--- config.mk ---
export PLATFORM = sky130hd
export DESIGN_NAME = ltl_report_collector_c4lw
export DESIGN_NICKNAME = d
export VERILOG_FILES = /design/src/rtl/ltl_c4lw_pkg.sv /design/src/rtl/ltl_report_collector_c4lw_fifo.sv /design/src/rtl/ltl_report_collector_c4lw.sv
export SDC_FILE = /design/constraint.sdc
export NUM_CORES = 1
export LEC_CHECK = 0
export BUFFER_PORTS_ARGS = -buffer_cell sky130_fd_sc_hd__buf_2
export CORE_MARGIN = 2
export CORE_UTILIZATION = 40
export CTS_BUF_LIST = sky130_fd_sc_hd__clkbuf_4 sky130_fd_sc_hd__clkbuf_8
export DETAILED_ROUTE_END_ITERATION = 10
export PLACE_DENSITY = 0.69
export SLEW_MARGIN = 15
export SYNTH_ARGS = -nofsm -noshare
export SYNTH_HDL_FRONTEND = slang
export SYNTH_HIERARCHICAL = 1
export SYNTH_SLANG_ARGS = --single-unit
--- constraint.sdc ---
create_clock -name clk -period 8.4 [get_ports clk]
set_input_delay 0.42 -clock clk [delete_from_list [all_inputs] [get_ports clk]]
set_output_delay 0.42 -clock clk [all_outputs]
set_load 0.03 [all_outputs]
--- src/rtl/ltl_c4lw_pkg.sv ---
// Shared types and constants for the cluster-4 load-word LTL report collector.
// Holds report geometry, record field offsets, the snapshot layout and the
// serializer state encoding.
package ltl_c4lw_pkg;

    localparam int NUM_LTL     = 9;
    localparam int NUM_RPT     = 4;
    localparam int REPORT_W    = NUM_LTL * NUM_RPT;   // 36
    localparam int SYM_W       = 8;
    localparam int LTL_ID_W    = 4;
    localparam int RPT_ID_W    = 2;
    localparam int BIT_IDX_W   = 6;
    localparam int STAMP_MAX_W = 32;

    // Violation record field offsets (LSB positions)
    localparam int REC_SYM_LSB   = 0;
    localparam int REC_PAD_LSB   = 8;
    localparam int REC_RPT_LSB   = 10;
    localparam int REC_LTL_LSB   = 12;
    localparam int REC_STAMP_LSB = 16;

    // Report index within an automaton, by upstream report state
    localparam int RPT_IDX_W_OUT_4  = 0;
    localparam int RPT_IDX_W_OUT_6  = 1;
    localparam int RPT_IDX_W_OUT_9  = 2;
    localparam int RPT_IDX_W_OUT_11 = 3;

    // One captured cycle; stamp is sized for the widest supported STAMP_W
    typedef struct packed {
        logic [REPORT_W-1:0]    mask;
        logic [SYM_W-1:0]       symbol;
        logic [STAMP_MAX_W-1:0] stamp;
    } snap_t;

    localparam int SNAP_W = $bits(snap_t);

    typedef enum logic [0:0] {
        S_IDLE = 1'b0,
        S_EMIT = 1'b1
    } ser_state_t;

    // Per-automaton OR of its four report lines
    function automatic logic [NUM_LTL-1:0] ltl_hits(input logic [REPORT_W-1:0] v);
        logic [NUM_LTL-1:0] h;
        h = '0;
        for (int i = 0; i < NUM_LTL; i++) begin
            h[i] = |v[i*NUM_RPT +: NUM_RPT];
        end
        return h;
    endfunction

endpackage

--- src/rtl/ltl_report_collector_c4lw_fifo.sv ---
// Snapshot FIFO for the LTL report collector. Synchronous FIFO with full/empty
// flags, asynchronous reset, synchronous clear, and push accepted while full
// when a pop happens on the same edge.
module ltl_snap_fifo #(
    parameter int DEPTH = 4,
    parameter int W     = 8
) (
    input  logic         clk,
    input  logic         reset,
    input  logic         clr_i,
    input  logic         push_i,
    input  logic         pop_i,
    input  logic [W-1:0] din_i,
    output logic [W-1:0] dout_o,
    output logic         full_o,
    output logic         empty_o
);

    localparam int AW = (DEPTH > 1) ? $clog2(DEPTH) : 1;
    localparam logic [AW:0]   DEPTH_C  = DEPTH[AW:0];
    localparam logic [AW-1:0] PTR_ONE  = 1;
    localparam logic [AW:0]   CNT_ONE  = 1;

    logic [W-1:0]  mem_q [DEPTH];
    logic [AW-1:0] wr_ptr_q, wr_ptr_d;
    logic [AW-1:0] rd_ptr_q, rd_ptr_d;
    logic [AW:0]   count_q, count_d;
    logic          do_push, do_pop;

    assign full_o  = (count_q == DEPTH_C);
    assign empty_o = (count_q == '0);
    assign dout_o  = mem_q[rd_ptr_q];

    assign do_pop  = pop_i && !empty_o;
    assign do_push = push_i && (!full_o || do_pop);

    // Pointer and occupancy next-state; clear dominates push/pop
    always_comb begin
        wr_ptr_d = wr_ptr_q;
        rd_ptr_d = rd_ptr_q;
        count_d  = count_q;
        if (clr_i) begin
            wr_ptr_d = '0;
            rd_ptr_d = '0;
            count_d  = '0;
        end else begin
            if (do_push) wr_ptr_d = wr_ptr_q + PTR_ONE;
            if (do_pop)  rd_ptr_d = rd_ptr_q + PTR_ONE;
            case ({do_push, do_pop})
                2'b10:   count_d = count_q + CNT_ONE;
                2'b01:   count_d = count_q - CNT_ONE;
                default: count_d = count_q;
            endcase
        end
    end

    // Control state register
    always_ff @(posedge clk or posedge reset) begin
        if (reset) begin
            wr_ptr_q <= '0;
            rd_ptr_q <= '0;
            count_q  <= '0;
        end else begin
            wr_ptr_q <= wr_ptr_d;
            rd_ptr_q <= rd_ptr_d;
            count_q  <= count_d;
        end
    end

    // Storage array; contents are qualified by the occupancy count
    always_ff @(posedge clk) begin
        if (do_push && !clr_i) begin
            mem_q[wr_ptr_q] <= din_i;
        end
    end

endmodule

--- src/rtl/ltl_report_collector_c4lw.sv ---
// LTL report collector for cluster-4 load-word stage 0.
// Snapshots every cycle with a fired report, buffers snapshots in a FIFO and
// serializes one 32-bit violation record per fired report on a valid/ready
// stream. Keeps a sticky per-automaton hit summary and overflow diagnostics.
// Build option: define LTL_C4LW_DROP_CNT_EN to implement the saturating
// drop counter; otherwise drop_cnt is tied to zero.
module ltl_report_collector_c4lw
    import ltl_c4lw_pkg::*;
#(
    parameter int FIFO_DEPTH = 4,
    parameter int STAMP_W    = 16
) (
    input  logic                  clk,
    input  logic                  reset,
    input  logic                  run,
    input  logic [REPORT_W-1:0]   report_vec,
    input  logic [SYM_W-1:0]      symbols_in,
    input  logic                  stage_reset,
    input  logic                  clr_summary,
    output logic                  rpt_valid,
    input  logic                  rpt_ready,
    output logic [STAMP_W+15:0]   rpt_data,
    output logic [NUM_LTL-1:0]    hit_summary,
    output logic                  overflow,
    output logic [7:0]            drop_cnt
);

    localparam logic [STAMP_W-1:0]  STAMP_ONE = 1;
    localparam logic [REPORT_W-1:0] MASK_ONE  = 1;

    logic [STAMP_W-1:0]   stamp_q, stamp_d;
    logic [NUM_LTL-1:0]   hit_q, hit_d;
    logic                 ovf_q, ovf_d;
    ser_state_t           state_q, state_d;
    snap_t                work_q, work_d;
    snap_t                push_snap, head;
    logic [SNAP_W-1:0]    fifo_dout;
    logic                 fifo_full, fifo_empty, fifo_pop;
    logic                 capture, drop_evt;
    logic [BIT_IDX_W-1:0] idx;
    logic [REPORT_W-1:0]  mask_clr;
    logic                 unused_stamp_bits;

    // A cycle is captured only when running, something fired and no soft reset
    assign capture  = run && (|report_vec) && !stage_reset;
    assign drop_evt = capture && fifo_full && !fifo_pop;
    assign head     = fifo_dout;

    assign unused_stamp_bits = ^work_q.stamp;

    // Assemble the snapshot with the pre-increment stamp
    always_comb begin
        push_snap                   = '0;
        push_snap.mask              = report_vec;
        push_snap.symbol            = symbols_in;
        push_snap.stamp[STAMP_W-1:0] = stamp_q;
    end

    ltl_snap_fifo #(
        .DEPTH (FIFO_DEPTH),
        .W     (SNAP_W)
    ) u_fifo (
        .clk     (clk),
        .reset   (reset),
        .clr_i   (stage_reset),
        .push_i  (capture),
        .pop_i   (fifo_pop),
        .din_i   (push_snap),
        .dout_o  (fifo_dout),
        .full_o  (fifo_full),
        .empty_o (fifo_empty)
    );

    // Lowest set bit of the work mask selects the record being offered
    always_comb begin
        idx = '0;
        for (int b = REPORT_W - 1; b >= 0; b--) begin
            if (work_q.mask[b]) idx = BIT_IDX_W'(b);
        end
    end

    // Record decode from the work register
    always_comb begin
        rpt_data                               = '0;
        rpt_data[REC_SYM_LSB +: SYM_W]         = work_q.symbol;
        rpt_data[REC_RPT_LSB +: RPT_ID_W]      = idx[1:0];
        rpt_data[REC_LTL_LSB +: LTL_ID_W]      = idx[5:2];
        rpt_data[REC_STAMP_LSB +: STAMP_W]     = work_q.stamp[STAMP_W-1:0];
    end

    // Serializer next-state: load a snapshot in IDLE, retire bits in EMIT
    always_comb begin
        state_d   = state_q;
        work_d    = work_q;
        fifo_pop  = 1'b0;
        rpt_valid = (state_q == S_EMIT);
        mask_clr  = work_q.mask & ~(MASK_ONE << idx);
        case (state_q)
            S_IDLE: begin
                if (!fifo_empty) begin
                    work_d   = head;
                    fifo_pop = 1'b1;
                    state_d  = S_EMIT;
                end
            end
            S_EMIT: begin
                if (rpt_ready) begin
                    work_d.mask = mask_clr;
                    if (mask_clr == '0) state_d = S_IDLE;
                end
            end
            default: state_d = S_IDLE;
        endcase
        if (stage_reset) begin
            state_d  = S_IDLE;
            work_d   = '0;
            fifo_pop = 1'b0;
        end
    end

    // Serializer state and work register
    always_ff @(posedge clk or posedge reset) begin
        if (reset) begin
            state_q <= S_IDLE;
            work_q  <= '0;
        end else begin
            state_q <= state_d;
            work_q  <= work_d;
        end
    end

    // Stamp, sticky hit summary and overflow next-state
    always_comb begin
        stamp_d = run ? (stamp_q + STAMP_ONE) : stamp_q;
        hit_d   = clr_summary ? '0 : hit_q;
        if (capture) hit_d = hit_d | ltl_hits(report_vec);
        ovf_d   = ovf_q | drop_evt;
        if (stage_reset) begin
            stamp_d = '0;
            hit_d   = '0;
            ovf_d   = 1'b0;
        end
    end

    // Stamp and diagnostic registers
    always_ff @(posedge clk or posedge reset) begin
        if (reset) begin
            stamp_q <= '0;
            hit_q   <= '0;
            ovf_q   <= 1'b0;
        end else begin
            stamp_q <= stamp_d;
            hit_q   <= hit_d;
            ovf_q   <= ovf_d;
        end
    end

    assign hit_summary = hit_q;
    assign overflow    = ovf_q;

`ifdef LTL_C4LW_DROP_CNT_EN
    logic [7:0] drop_q, drop_d;

    // Saturating count of dropped snapshots
    always_comb begin
        drop_d = drop_q;
        if (stage_reset) begin
            drop_d = '0;
        end else if (drop_evt && (drop_q != 8'hFF)) begin
            drop_d = drop_q + 8'd1;
        end
    end

    // Drop counter register
    always_ff @(posedge clk or posedge reset) begin
        if (reset) drop_q <= '0;
        else       drop_q <= drop_d;
    end

    assign drop_cnt = drop_q;
`else
    assign drop_cnt = '0;
`endif

endmodule

== After elaboration in Yosys (flattened, before gate mapping) ==
Memories as Yosys holds them, arrays and structs flattened.
Cells that the tools add are included.

* Memories: 1
* Output and inout port bits: 51
* Word-level logic and storage cells: 121
* Input port bits: 50
* Bits in registers: 94
* Memory bits (writable): 240

* Add/subtract/negate cells: 5
* Equality and inequality tests: 7
* Mux-type cells: 62
* Reduce and logical (&&, ||, !) cells: 30
* Shift operators: 1
* Bitwise operators: 5

{| class="wikitable"
|+ Memories
! memory !! depth !! bits a word !! read ports !! clocked after Yosys merged registers in !! write ports !! line !! source
|-
| u_fifo.mem_q || 4 || 60 || 1 || 0 || 1 || ltl_report_collector_c4lw_fifo.sv:24 || <nowiki>logic [W-1:0] mem_q [DEPTH];</nowiki>
|}

{| class="wikitable"
|+ Operators with widths
! kind !! number
|-
| 6-bit two-way mux || 36
|-
| 76-bit two-way mux || 2
|-
| 36-bit one-hot mux with 2 select lines || 1
|-
| 40-bit two-way mux || 1
|-
| 36-bit AND || 1
|-
| 36-bit logical NOT || 1
|-
| 36-bit two-way mux || 1
|-
| 36-bit NOT || 1
|-
| 36-bit OR reduction || 1
|-
| 4-bit OR reduction || 9
|-
| 1-bit by 6-bit left shift with 36-bit output, first input constant || 1
|-
| 16-bit two-way mux || 2
|-
| 9-bit two-way mux || 3
|-
| 16-bit by 1-bit adder with 16-bit output, second input constant || 1
|-
| 1-bit two-way mux || 9
|-
| 9-bit OR || 1
|-
| 2-bit two-way mux || 4
|-
| 1-bit logical AND || 7
|-
| 3-bit != test, second input constant || 2
|-
| 3-bit one-hot mux with 2 select lines || 1
|-
| 2-bit nonzero test || 3
|-
| 2-bit by 1-bit adder with 2-bit output, second input constant || 2
|-
| 1-bit logical NOT || 4
|-
| 2-bit != test, second input constant || 2
|-
| other kinds (13) || 14
|}

== Longest topological paths before layout ==
* Word-level depth: 44
* Mapped depth: 12
* Gate-level depth less buffers: 11

== Modules after synthesis ==
Netlist, hierarchy kept.

{| class="wikitable"
|+ By module, submodules not included
! module !! times used !! sequential area each (µm²) !! cells each !! area an instance (µm²)
|-
| ltl_snap_fifo || 1 || 9303.9 || 463 || 11523.6
|-
| ltl_report_collector_c4lw || 1 || 2177.1 || 566 || 5157.4
|}

== Worst setup path after synthesis ==
No wires, ideal clock.

* Kind: input to register
* Start point: input port stage_reset
* End point: memory u_fifo/mem_q[0][0] (netlist name) (enable)
* Path buffers: 3
* Library setup time: 0.619 ns
* Required time: 7.781 ns
* Cell stages on the path: 6
* Path slack: 0.391 ns
* Arrival time: 7.389 ns
* Cells stage by stage: clkbuf_1 -> nor3_1 -> clkbuf_1 -> clkbuf_1 -> o21ai_1 -> nor3b_1

* Cells in the longest elaborated chain, start to end: 7
* Elaborated cells on any way between the ends: 9
* Those cells by class: mux (3); reduce/logical (6)

{| class="wikitable"
|+ Ends and longest elaborated chain
! what !! line !! source
|-
| start, declared || ltl_report_collector_c4lw.sv:18 || <nowiki>input logic stage_reset,</nowiki>
|-
| 1-bit two-way mux || ltl_report_collector_c4lw.sv:114 || <nowiki>if (stage_reset) begin</nowiki>
|-
| named net fifo_pop || ltl_report_collector_c4lw.sv:38 || <nowiki>logic fifo_full, fifo_empty, fifo_pop;</nowiki>
|-
| 1-bit logical AND || ltl_report_collector_c4lw_fifo.sv:34 || <nowiki>assign do_pop = pop_i && !empty_o;</nowiki>
|-
| 1-bit logical OR || ltl_report_collector_c4lw_fifo.sv:35 || <nowiki>assign do_push = push_i && (!full_o || do_pop);</nowiki>
|-
| 1-bit logical AND || ltl_report_collector_c4lw_fifo.sv:35 ||
|-
| 1-bit logical AND || ltl_report_collector_c4lw_fifo.sv:72 || <nowiki>if (do_push && !clr_i) begin</nowiki>
|-
| 1-bit two-way mux || ltl_report_collector_c4lw_fifo.sv:72 ||
|-
| 1-bit two-way mux (not written as such) || ltl_report_collector_c4lw_fifo.sv:73 || <nowiki>mem_q[wr_ptr_q] <= din_i;</nowiki>
|-
| end, declared || ltl_report_collector_c4lw_fifo.sv:24 ||
|}

The timed path passes the listed nets, and every way through them passes these cells.

== Final worst setup path ==
* Start point: register work_q[45] (netlist name)
* End point: register state_q (netlist: rpt_valid)

* Cells in the longest elaborated chain, start to end: 14

{| class="wikitable"
|+ Ends and longest elaborated chain
! what !! line !! source
|-
| start, declared || ltl_report_collector_c4lw.sv:35 || <nowiki>snap_t work_q, work_d;</nowiki>
|-
| start signal, assigned || ltl_report_collector_c4lw.sv:128 || <nowiki>work_q <= work_d;</nowiki>
|-
| 6-bit two-way mux (6 in a row) || ltl_report_collector_c4lw.sv:78 || <nowiki>if (work_q.mask[b]) idx = BIT_IDX_W'(b);</nowiki>
|-
| 1-bit by 6-bit left shift with 36-bit output || ltl_report_collector_c4lw.sv:97 || <nowiki>mask_clr = work_q.mask & ~(MASK_ONE << idx);</nowiki>
|-
| 36-bit NOT || ltl_report_collector_c4lw.sv:97 ||
|-
| 36-bit AND * || ltl_report_collector_c4lw.sv:97 ||
|-
| 36-bit logical NOT * || ltl_report_collector_c4lw.sv:109 || <nowiki>if (mask_clr == '0) state_d = S_IDLE;</nowiki>
|-
| 1-bit two-way mux * || ltl_report_collector_c4lw.sv:109 ||
|-
| 1-bit two-way mux * || ltl_report_collector_c4lw.sv:107 || <nowiki>if (rpt_ready) begin</nowiki>
|-
| 1-bit one-hot mux with 2 select lines * || ltl_report_collector_c4lw.sv:98 || <nowiki>case (state_q)</nowiki>
|-
| 1-bit two-way mux * || ltl_report_collector_c4lw.sv:114 ||
|-
| named net state_d || ltl_report_collector_c4lw.sv:34 || <nowiki>ser_state_t state_q, state_d;</nowiki>
|-
| end signal, assigned || ltl_report_collector_c4lw.sv:127 || <nowiki>state_q <= state_d;</nowiki>
|-
| end, declared || ltl_report_collector_c4lw.sv:34 ||
|}

Mark *: on every way through the listed nets, which the timed path passes. The rest lies on a longest branch.
A chain may end at the register's enable or synchronous reset.

==> out/qor.txt <==
Crit Path Category -> flop to flop
ANT nets after route -> 0
WHS Path Cells -> 1
Post-Synthesis Cells -> 947
Max IR drop VDD -> 0.165 mV
Hold Crit Endpoint -> u_fifo/mem_q[3][36]$_DFFE_PP_
Vias -> 8623
P_leak -> 0.00608 uW
Switching power -> 904 uW
Filler cell count -> 3081
Worst R2R Start -> work_q[45]$_DFFE_PP0P_
Cell depth of the worst flop-to-flop path -> 9
Cell area after synthesis -> 14400 um2
DP HPWL -> 21900 um
DRC -> 0
Post-DR vias/cell -> 5.62
Starting Density -> 0.406
Tmin final -> 3.65 ns
Synth Area per Inst -> 15.2 um2
Setup slack after layout -> 4.75 ns
Comb power frac -> 0.096
Area of the core -> 35500 um2
Final worst-path cycle share -> 0.434
Die height -> 194 um
Flop pwr share -> 0.491
Worst Setup Start Kind -> flop
Vias in the first global route -> 8830
Largest net degree at the start of global routing -> 67
Setup crit end kind -> flop
Worst-Margin Slew -> 1.12 ns
DR WL/cell -> 22.1 um
GPL Wtd Cong -> 0.954
Antenna violations before repair -> 2
Outcome -> complete, no violations
Site Rows -> 69
Pre-antenna DRT Iters -> 5
Clock power frac -> 0.412
Fin util -> 0.459
Post-DP Area -> 15100 um2
YS warnings -> 6
Gr ovfl total -> 0
Crit path max fanout -> 15
Post-CTS sizing -> 0
Hold Fails Final Rpt -> 0
Final Instance Area -> 16300 um2
Max-cap viol count -> 0
Total detailed-routing wirelength -> 34000 um
Global-route wire length before repair -> 53000 um
Pwr per Cell Area -> 228 nW/um2
RR Endpoint -> rpt_valid$_DFF_PP0_
# IOs -> 101
Clock sink total -> 334
Fin nets -> 1084
Clk root buf -> clkbuf_8
Slew Limit Fails -> 0
RSZ-0062 raised after global routing -> false
Worst-skew pair later-pin latency -> 0.60 ns
Clock skew -> 0.0440 ns
DIE AREA -> 37500 um2
Critical path required time -> 8.86 ns
CTS clk-pin slew, worst paths -> 0.07 ns
CP arrival -> 4.11 ns
Pint -> 2810 uW
Net Sw Frac -> 0.243
Hold Crit Class -> input port to flop
CTS tree -> done
Fmax achieved -> 0.274 GHz
Hold path start -> symbols_in[4]
Layout area overhead -> 13.1%
Relative slew slack -> 0.253
Overall routing resource usage -> 0.182
Register-to-Register Setup Slack -> 4.75 ns
Max Root-Sink Buffers -> 3
Input/output buffers -> 90
Post-route setup TNS -> 0 ns
Crit path from -> work_q[45]$_DFFE_PP0P_
Total CTS buffers -> 50
Final setup fails -> 0
Layout cell share with drive strength beyond 1 -> 0.268
H-tree depth -> 2
Die Span X -> 194 um
Initial DRC Count -> 687
Pre-CTS WS -> 4.81 ns
## worst max path at each step
stage               slack (ns)                      endpoint
floorplan                 1.60  u_fifo/mem_q[0][0]$_DFFE_PP_
global placement          4.93           rpt_valid$_DFF_PP0_
detailed placement        4.81           rpt_valid$_DFF_PP0_
CTS                       4.83           rpt_valid$_DFF_PP0_
global route              4.52           rpt_valid$_DFF_PP0_
finish                    4.75           rpt_valid$_DFF_PP0_
## sequential cells by signal, indices dropped and copies added (netlist names)
name and cells:
u_fifo/mem_q 240, work_q 36, rpt_data 24, stamp_q 16, hit_summary 9, u_fifo/count_q 3
u_fifo/rd_ptr_q 2, u_fifo/wr_ptr_q 2, overflow 1, rpt_valid 1
## final cells by class
| cell class | count | area (um2) | area share |
|---|---|---|---|
| diodes | 4 | 10.0 | 0.000615 |
| clock buffers | 75 | 938 | 0.0577 |
| clock inverters | 19 | 256 | 0.0158 |
| inverters | 24 | 92.6 | 0.00569 |
| multi-input cells | 513 | 4270 | 0.262 |
| flip-flops and latches | 334 | 9560 | 0.588 |
| well taps | 461 | 577 | 0.0354 |
| repair buffers | 105 | 566 | 0.0348 |
## power groups by stage
| stage | Clock [uW] | Sequential, uW | Combinational, uW |
|---|---|---|---|
| finish | 1530 | 1820 | 358 |
| global route | 1640 | 1830 | 383 |
| CTS | 1570 | 1820 | 355 |
| detailed placement | 0 | 1860 | 353 |
| global placement | 0 | 1860 | 351 |
| floorplan | 0 | 1850 | 247 |
## worst max-delay path, stage by stage (launching register included)
cell	delay (ns)
dfrtp_1	0.47
or4_1	0.54
a211o_1	0.27
o22ai_2	0.55
nand3_1	0.64
o21ai_0	0.32
and4_1	0.22
o2111ai_1	0.12
nor4_1	0.30
a31oi_1	0.11
## metal layers
metal | up-vias | routed length, um | part of all wire | global-route usage
li1 | 3840 | - | - | -
met1 | 4454 | 14600 | 0.43 | 0.248
met2 | 258 | 16600 | 0.49 | 0.297
met3 | 69 | 1890 | 0.056 | 0.0358
met4 | 2 | 860 | 0.025 | 0.0537
met5 | - | 7 | 0.00021 | 0
## cells in the final DEF (no fill, tap or decap), types with 19 or more instances in the layout
cell type	count
a22o_1	55
nand2_1	44
nor2_1	44
inv_1	22
o21ai_0	53
dfrtp_1	92
a21oi_1	28
nor4_1	19
edfxtp_1	240
buf_2	90
clkbuf_8	60
mux4_2	60
nand2b_1	25
## through the flow
| stage | total power, uW | hold WS (ns) | cells |
|---|---|---|---|
| detailed placement | 2210 | 0.441 | 1436 |
| CTS | 3740 | 0.00767 | 1531 |
| global placement | 2210 | 0.439 | 1436 |
| floorplan | 2100 | 0.223 | 956 |
| finish | 3710 | 0.0364 | 1535 |
| global route | 3850 | 0.0186 | 1531 |
## repair_timing
item / CTS / global route
buffers inserted: 0 / 0
hold endpoints to repair: 28 / 0
hold buffers: 1 / 0
No activity file was read; power rests on OpenSTA's default activity.
